$ cat src/rtl/bypass_rf_commit_ctrl.sv
// Writeback arbiter onto the two RF write ports plus an in-order free sequencer.
// Define RF_ARB_FIXED_PRIORITY_EN for fixed lowest-index-first arbitration instead of round-robin.
module bypass_rf_commit_ctrl #(
    parameter int NUM_REQ = 4,
    parameter int NAME_W  = 2,
    parameter int DATA_W  = 32
) (
    input  logic                        CLK,
    input  logic                        RST,
    input  logic [NUM_REQ-1:0]          REQ_VALID,
    input  logic [NUM_REQ*NAME_W-1:0]   REQ_NAME,
    input  logic [NUM_REQ*DATA_W-1:0]   REQ_DATA,
    output logic [NUM_REQ-1:0]          REQ_GRANT,
    output logic                        WE_1,
    output logic                        WE_2,
    output logic [NAME_W-1:0]           NAME_IN_1,
    output logic [NAME_W-1:0]           NAME_IN_2,
    output logic [DATA_W-1:0]           D_IN_1,
    output logic [DATA_W-1:0]           D_IN_2,
    input  logic                        FREE_VALID,
    input  logic [NAME_W-1:0]           FREE_NAME,
    output logic                        FREE_READY,
    output logic [NAME_W-1:0]           W_F,
    output logic                        WFE,
    input  logic                        F_READY,
    output logic [NAME_W:0]             PEND_CNT
);

    localparam int          PTR_W   = $clog2(NUM_REQ);
    localparam int          NUM_ENT = 2**NAME_W;
    localparam int unsigned NREQ_U  = NUM_REQ;

    logic [NAME_W-1:0]  w_name [NUM_REQ];
    logic [DATA_W-1:0]  w_data [NUM_REQ];
    logic [NUM_REQ-1:0] w_req_hit;
    logic [PTR_W-1:0]   w_start;
    logic [PTR_W-1:0]   w_idx;
    logic               w_s1_vld;
    logic               w_s2_vld;
    logic [PTR_W-1:0]   w_s1_idx;
    logic [PTR_W-1:0]   w_s2_idx;
    logic [NAME_W-1:0]  w_s1_name;
    logic               w_hazard;
    logic               w_accept;
    logic               w_issue;
    logic [NUM_ENT-1:0] r_pend;
    logic [NAME_W-1:0]  r_own;

    for (genvar g = 0; g < NUM_REQ; g++) begin : g_unpack
        assign w_name[g]    = REQ_NAME[g*NAME_W +: NAME_W];
        assign w_data[g]    = REQ_DATA[g*DATA_W +: DATA_W];
        assign w_req_hit[g] = REQ_VALID[g] & (w_name[g] == r_own);
    end

`ifdef RF_ARB_FIXED_PRIORITY_EN
    assign w_start = '0;
`else
    logic [PTR_W-1:0] r_rr_ptr;
    logic [PTR_W-1:0] w_last_idx;

    assign w_start    = r_rr_ptr;
    assign w_last_idx = w_s2_vld ? w_s2_idx : w_s1_idx;

    always_ff @(posedge CLK) begin
        if (RST) begin
            r_rr_ptr <= '0;
        end else if (w_s1_vld) begin
            r_rr_ptr <= (w_last_idx == PTR_W'(NUM_REQ-1)) ? '0 : w_last_idx + 1'b1;
        end
    end
`endif

    // Slot 2 skips requesters sharing slot 1's name; they retry next cycle.
    always_comb begin
        w_s1_vld  = 1'b0;
        w_s2_vld  = 1'b0;
        w_s1_idx  = '0;
        w_s2_idx  = '0;
        w_s1_name = '0;
        w_idx     = '0;
        for (int unsigned k = 0; k < NREQ_U; k++) begin
            w_idx = PTR_W'((32'(w_start) + k) % NREQ_U);
            if (REQ_VALID[w_idx]) begin
                if (!w_s1_vld) begin
                    w_s1_vld  = 1'b1;
                    w_s1_idx  = w_idx;
                    w_s1_name = w_name[w_idx];
                end else if (!w_s2_vld && (w_name[w_idx] != w_s1_name)) begin
                    w_s2_vld = 1'b1;
                    w_s2_idx = w_idx;
                end
            end
        end
    end

    always_comb begin
        REQ_GRANT = '0;
        if (!RST) begin
            if (w_s1_vld) REQ_GRANT[w_s1_idx] = 1'b1;
            if (w_s2_vld) REQ_GRANT[w_s2_idx] = 1'b1;
        end
    end

    always_ff @(posedge CLK) begin
        if (RST) begin
            WE_1      <= 1'b0;
            WE_2      <= 1'b0;
            NAME_IN_1 <= '0;
            NAME_IN_2 <= '0;
            D_IN_1    <= '0;
            D_IN_2    <= '0;
        end else begin
            WE_1 <= w_s1_vld;
            WE_2 <= w_s2_vld;
            if (w_s1_vld) begin
                NAME_IN_1 <= w_name[w_s1_idx];
                D_IN_1    <= w_data[w_s1_idx];
            end
            if (w_s2_vld) begin
                NAME_IN_2 <= w_name[w_s2_idx];
                D_IN_2    <= w_data[w_s2_idx];
            end
        end
    end

    // A free must wait until every write to that entry has reached the RF.
    assign w_hazard   = (|w_req_hit) || (WE_1 && (NAME_IN_1 == r_own)) || (WE_2 && (NAME_IN_2 == r_own));
    assign FREE_READY = ~r_pend[FREE_NAME];
    assign W_F        = r_own;
    assign WFE        = ~RST & r_pend[r_own] & ~w_hazard;
    assign w_accept   = FREE_VALID & FREE_READY;
    assign w_issue    = WFE & F_READY;

    always_ff @(posedge CLK) begin
        if (RST) begin
            r_pend   <= '0;
            r_own    <= '0;
            PEND_CNT <= '0;
        end else begin
            if (w_accept) r_pend[FREE_NAME] <= 1'b1;
            if (w_issue) begin
                r_pend[r_own] <= 1'b0;
                r_own         <= r_own + 1'b1;
            end
            case ({w_accept, w_issue})
                2'b10:   PEND_CNT <= PEND_CNT + 1'b1;
                2'b01:   PEND_CNT <= PEND_CNT - 1'b1;
                default: PEND_CNT <= PEND_CNT;
            endcase
        end
    end

endmodule

$ cat config.mk
export PLATFORM = sky130hd
export DESIGN_NAME = bypass_rf_commit_ctrl
export DESIGN_NICKNAME = d
export VERILOG_FILES = /design/src/rtl/bypass_rf_commit_ctrl.sv
export SDC_FILE = /design/constraint.sdc
export NUM_CORES = 1
export LEC_CHECK = 0
export BUFFER_PORTS_ARGS = -buffer_cell sky130_fd_sc_hd__buf_2
export CAP_MARGIN = 20
export CORE_MARGIN = 2
export CORE_UTILIZATION = 55
export DETAILED_ROUTE_END_ITERATION = 12
export PLACE_DENSITY = 0.83
export SLEW_MARGIN = 10
export SYNTH_ARGS = -nofsm -noshare
export SYNTH_HDL_FRONTEND = slang
export SYNTH_SLANG_ARGS = --single-unit
$ cat constraint.sdc
create_clock -name CLK -period 3.9 [get_ports CLK]
set_input_delay 0.195 -clock CLK [delete_from_list [all_inputs] [get_ports CLK]]
set_output_delay 0.195 -clock CLK [all_outputs]
set_load 0.01 [all_outputs]
==> run metrics <==
status=completed; Total Wirelength=29.4 mm; # IOs=227; post-synthesis register bit count=81; Final Hold Viols=0; max-cap check violation count=0; Chip Height=129 um; VDD IR max=552 uV; # DRC=0; global-route wire length before repair=46.3 mm; initial antenna violation count=2; clock insertion delay at the later pin of the skew report=0.36 ns; postcts setup bufs=0; Setup TNS Final=0 ns; kind of capture point of the worst setup path=primary output; Die Wd=129 um; Synth area leader=dfxtp_1; GRT Overall Usage=33.8%; number of clock sinks=81; CP required=3.70 ns; vias in the first global route=9391; Slew HR=36.7%; Root Driver=clkbuf_16; CP arrival=3.48 ns; layout cells sized above 1=24.2%; dpl cells=1601; Post-synth EDFFs=0; leakage power=4.56 nW; register share of total power=15.6%; P_sw=4.83 mW; Post-Syn Instances=1278; Synth Area per Inst=6.75 um^2; GP Congestion=0.999; FMAX=272 MHz; DP Area=0.00980 mm^2; Clock Path Buffers=2; post-synthesis async set-or-reset flop share=0%; fin area=0.0101 mm^2; DRT antenna net count=0; pwr dens=897 mW/mm^2; full die area=0.0167 mm^2; Mapped Nets=1431; post-synthesis sequential area ratio=18.8%; Inserted Clock Buffers=9; Synth-to-Final Area Change=17.5%; CTS tree=done; Hold Buf Count CTS=0; most frequent cell after synthesis=nor2_1; Syn. warnings=0; Hold Path Class=input pin to flip-flop; unrepaired setup endpoints after global routing=false; count of different cell masters after synthesis=64; Avg Vias per Cell=6.50; clock slew at reported path FFs=0.07 ns; gr ovfl total=0; Iter 0 DRT Violations=1266; Placeable Area=0.0153 mm^2; nets@finish=1555; total number of vias=10.5k; largest cells by area after synthesis=dfxtp_1 (19%), o22ai_1 (9.7%), nor2_1 (9.2%); cell area after synthesis=0.00863 mm^2; drt wl/cell=18.1 um; final setup fails=0; top cells by count, synth=nor2_1 (212), inv_1 (143), o22ai_1 (134), a21oi_1 (108), clkbuf_1 (103); Tmin final=3.68 ns; fin cells=1619; Power, Total=9.09 mW; WS Path Type=flip-flop to primary output; Detailed Place HPWL=19.1 mm; Switching Fraction=53.1%; Slew Viols, Final=0; Worst Setup Start Kind=flip-flop; largest net degree at the start of global routing=119; Internal=4.26 mW; Max Clock Skew=0.00993 ns; top-area cell type share of the netlist area=18.8%; Gate power share=74.4%; crit share post-route=94.3%; Critical Path Fanout Max=29; Starting Density=56.5%; Row Count=45; clock power share=10.0%; IO Port Bufs=226; final hold slack=0.209 ns; Synth Flop Type=dfxtp_1; H-Tree Depth=3; Pre-antenna DRT Iters=6; Worst-Margin Slew=0.939 ns
==> registers in the layout, summed over array words and instances, names as in the netlist, 2 cells and up <==
register / flops
PEND_CNT: 3
W_F: 2
D_IN_2: 32
NAME_IN_1: 2
D_IN_1: 32
NAME_IN_2: 2
r_rr_ptr: 2
r_pend: 4
==> worst max-delay path: stages, from the launching register on <==
cell,delay (ns)
dfxtp_4,0.56
mux4_2,0.61
a211oi_4,0.35
xor2_2,0.15
o21ai_2,0.33
nand3_1,0.22
o21ai_4,0.21
buf_6,0.31
nand3b_1,0.11
o21ai_0,0.09
buf_2,0.17
==> cell usage in the layout (no fill, tap or decap), drive strengths merged, types with 18 or more instances in the layout <==
| master | instances |
|---|---|
| a221oi | 99 |
| inv | 146 |
| a211oi | 44 |
| mux2i | 18 |
| a21oi | 108 |
| nor2 | 212 |
| o22ai | 135 |
| o21bai | 34 |
| a311oi | 35 |
| buf | 256 |
| o21ai | 19 |
| nand2 | 90 |
| dfxtp | 81 |
==> area by class of cell <==
class                           instances  area, um^2
Timing Repair Buffer                  256        1470
Inverter                              144         541
Antenna cell                            1        2.50
Clock buffer                            9         225
Fill cell                            1357        5120
Clock inverter                          7        77.6
Sequential cell                        81        1630
Multi-Input combinational cell        910        5930
Tap cell                              211         264
==> kinds of logic (layout without fill, tap and decap cells) <==
family	Yosys count	count (layout)	share of synthesized area (%)
fa+ha+maj	7	7	1.10
xor+xnor	23	23	2.42
other cells	0	1	0
mux	28	28	4.22
compound gates	507	507	43.6
buf+inv	287	416	13.3
flops	81	81	18.8
simple gates	345	345	16.5
==> path summary, 6_finish.rpt <==
check,startpoint,endpoint,slack (ns),cells past startpoint
hold reg to reg,D_IN_1[31]$_SDFFE_PP0N_,D_IN_1[31]$_SDFFE_PP0N_,0.48,2
setup / recovery,r_rr_ptr[0]$_SDFFE_PP0N_,REQ_GRANT[3],0.22,10
hold / removal,FREE_NAME[0],r_pend[1]$_SDFF_PP0_,0.21,3
setup reg to reg,r_rr_ptr[0]$_SDFFE_PP0N_,D_IN_2[15]$_SDFFE_PP0P_,0.39,8
==> through the flow <==
stage          utilization [%]  setup WS, ns
4_1_cts                   66.2        0.0926
2_1_floorplan                -         0.505
5_1_grt                   66.4        0.0438
3_3_place_gp              64.2         0.484
3_5_place_dp              64.2         0.401
6_report                  66.4         0.222
==> power by group through the flow <==
stage | clock network, mW | logic [mW] | registers [mW]
6_report | 0.905 | 6.77 | 1.42
5_1_grt | 0.956 | 7.30 | 1.44
2_1_floorplan | 0 | 4.80 | 1.47
4_1_cts | 0.908 | 6.61 | 1.41
3_5_place_dp | 0 | 6.59 | 1.42
3_3_place_gp | 0 | 6.44 | 1.42
==> timing repair <==
action	CTS	global route
endpoints found under the hold margin	0	0
resized for setup	0	2
setup endpoints to repair	0	4
==> metal layers <==
| layer | share of wire [%] | track usage [%] | wire length (um) |
|---|---|---|---|
| met5 | 0.037 | 0 | 11 |
| met4 | 3.7 | 15.0 | 1080 |
| met3 | 10 | 4.67 | 3030 |
| met2 | 46 | 55.0 | 13400 |
| met1 | 40 | 44.8 | 11900 |
Power figures use the tool's default switching activity.
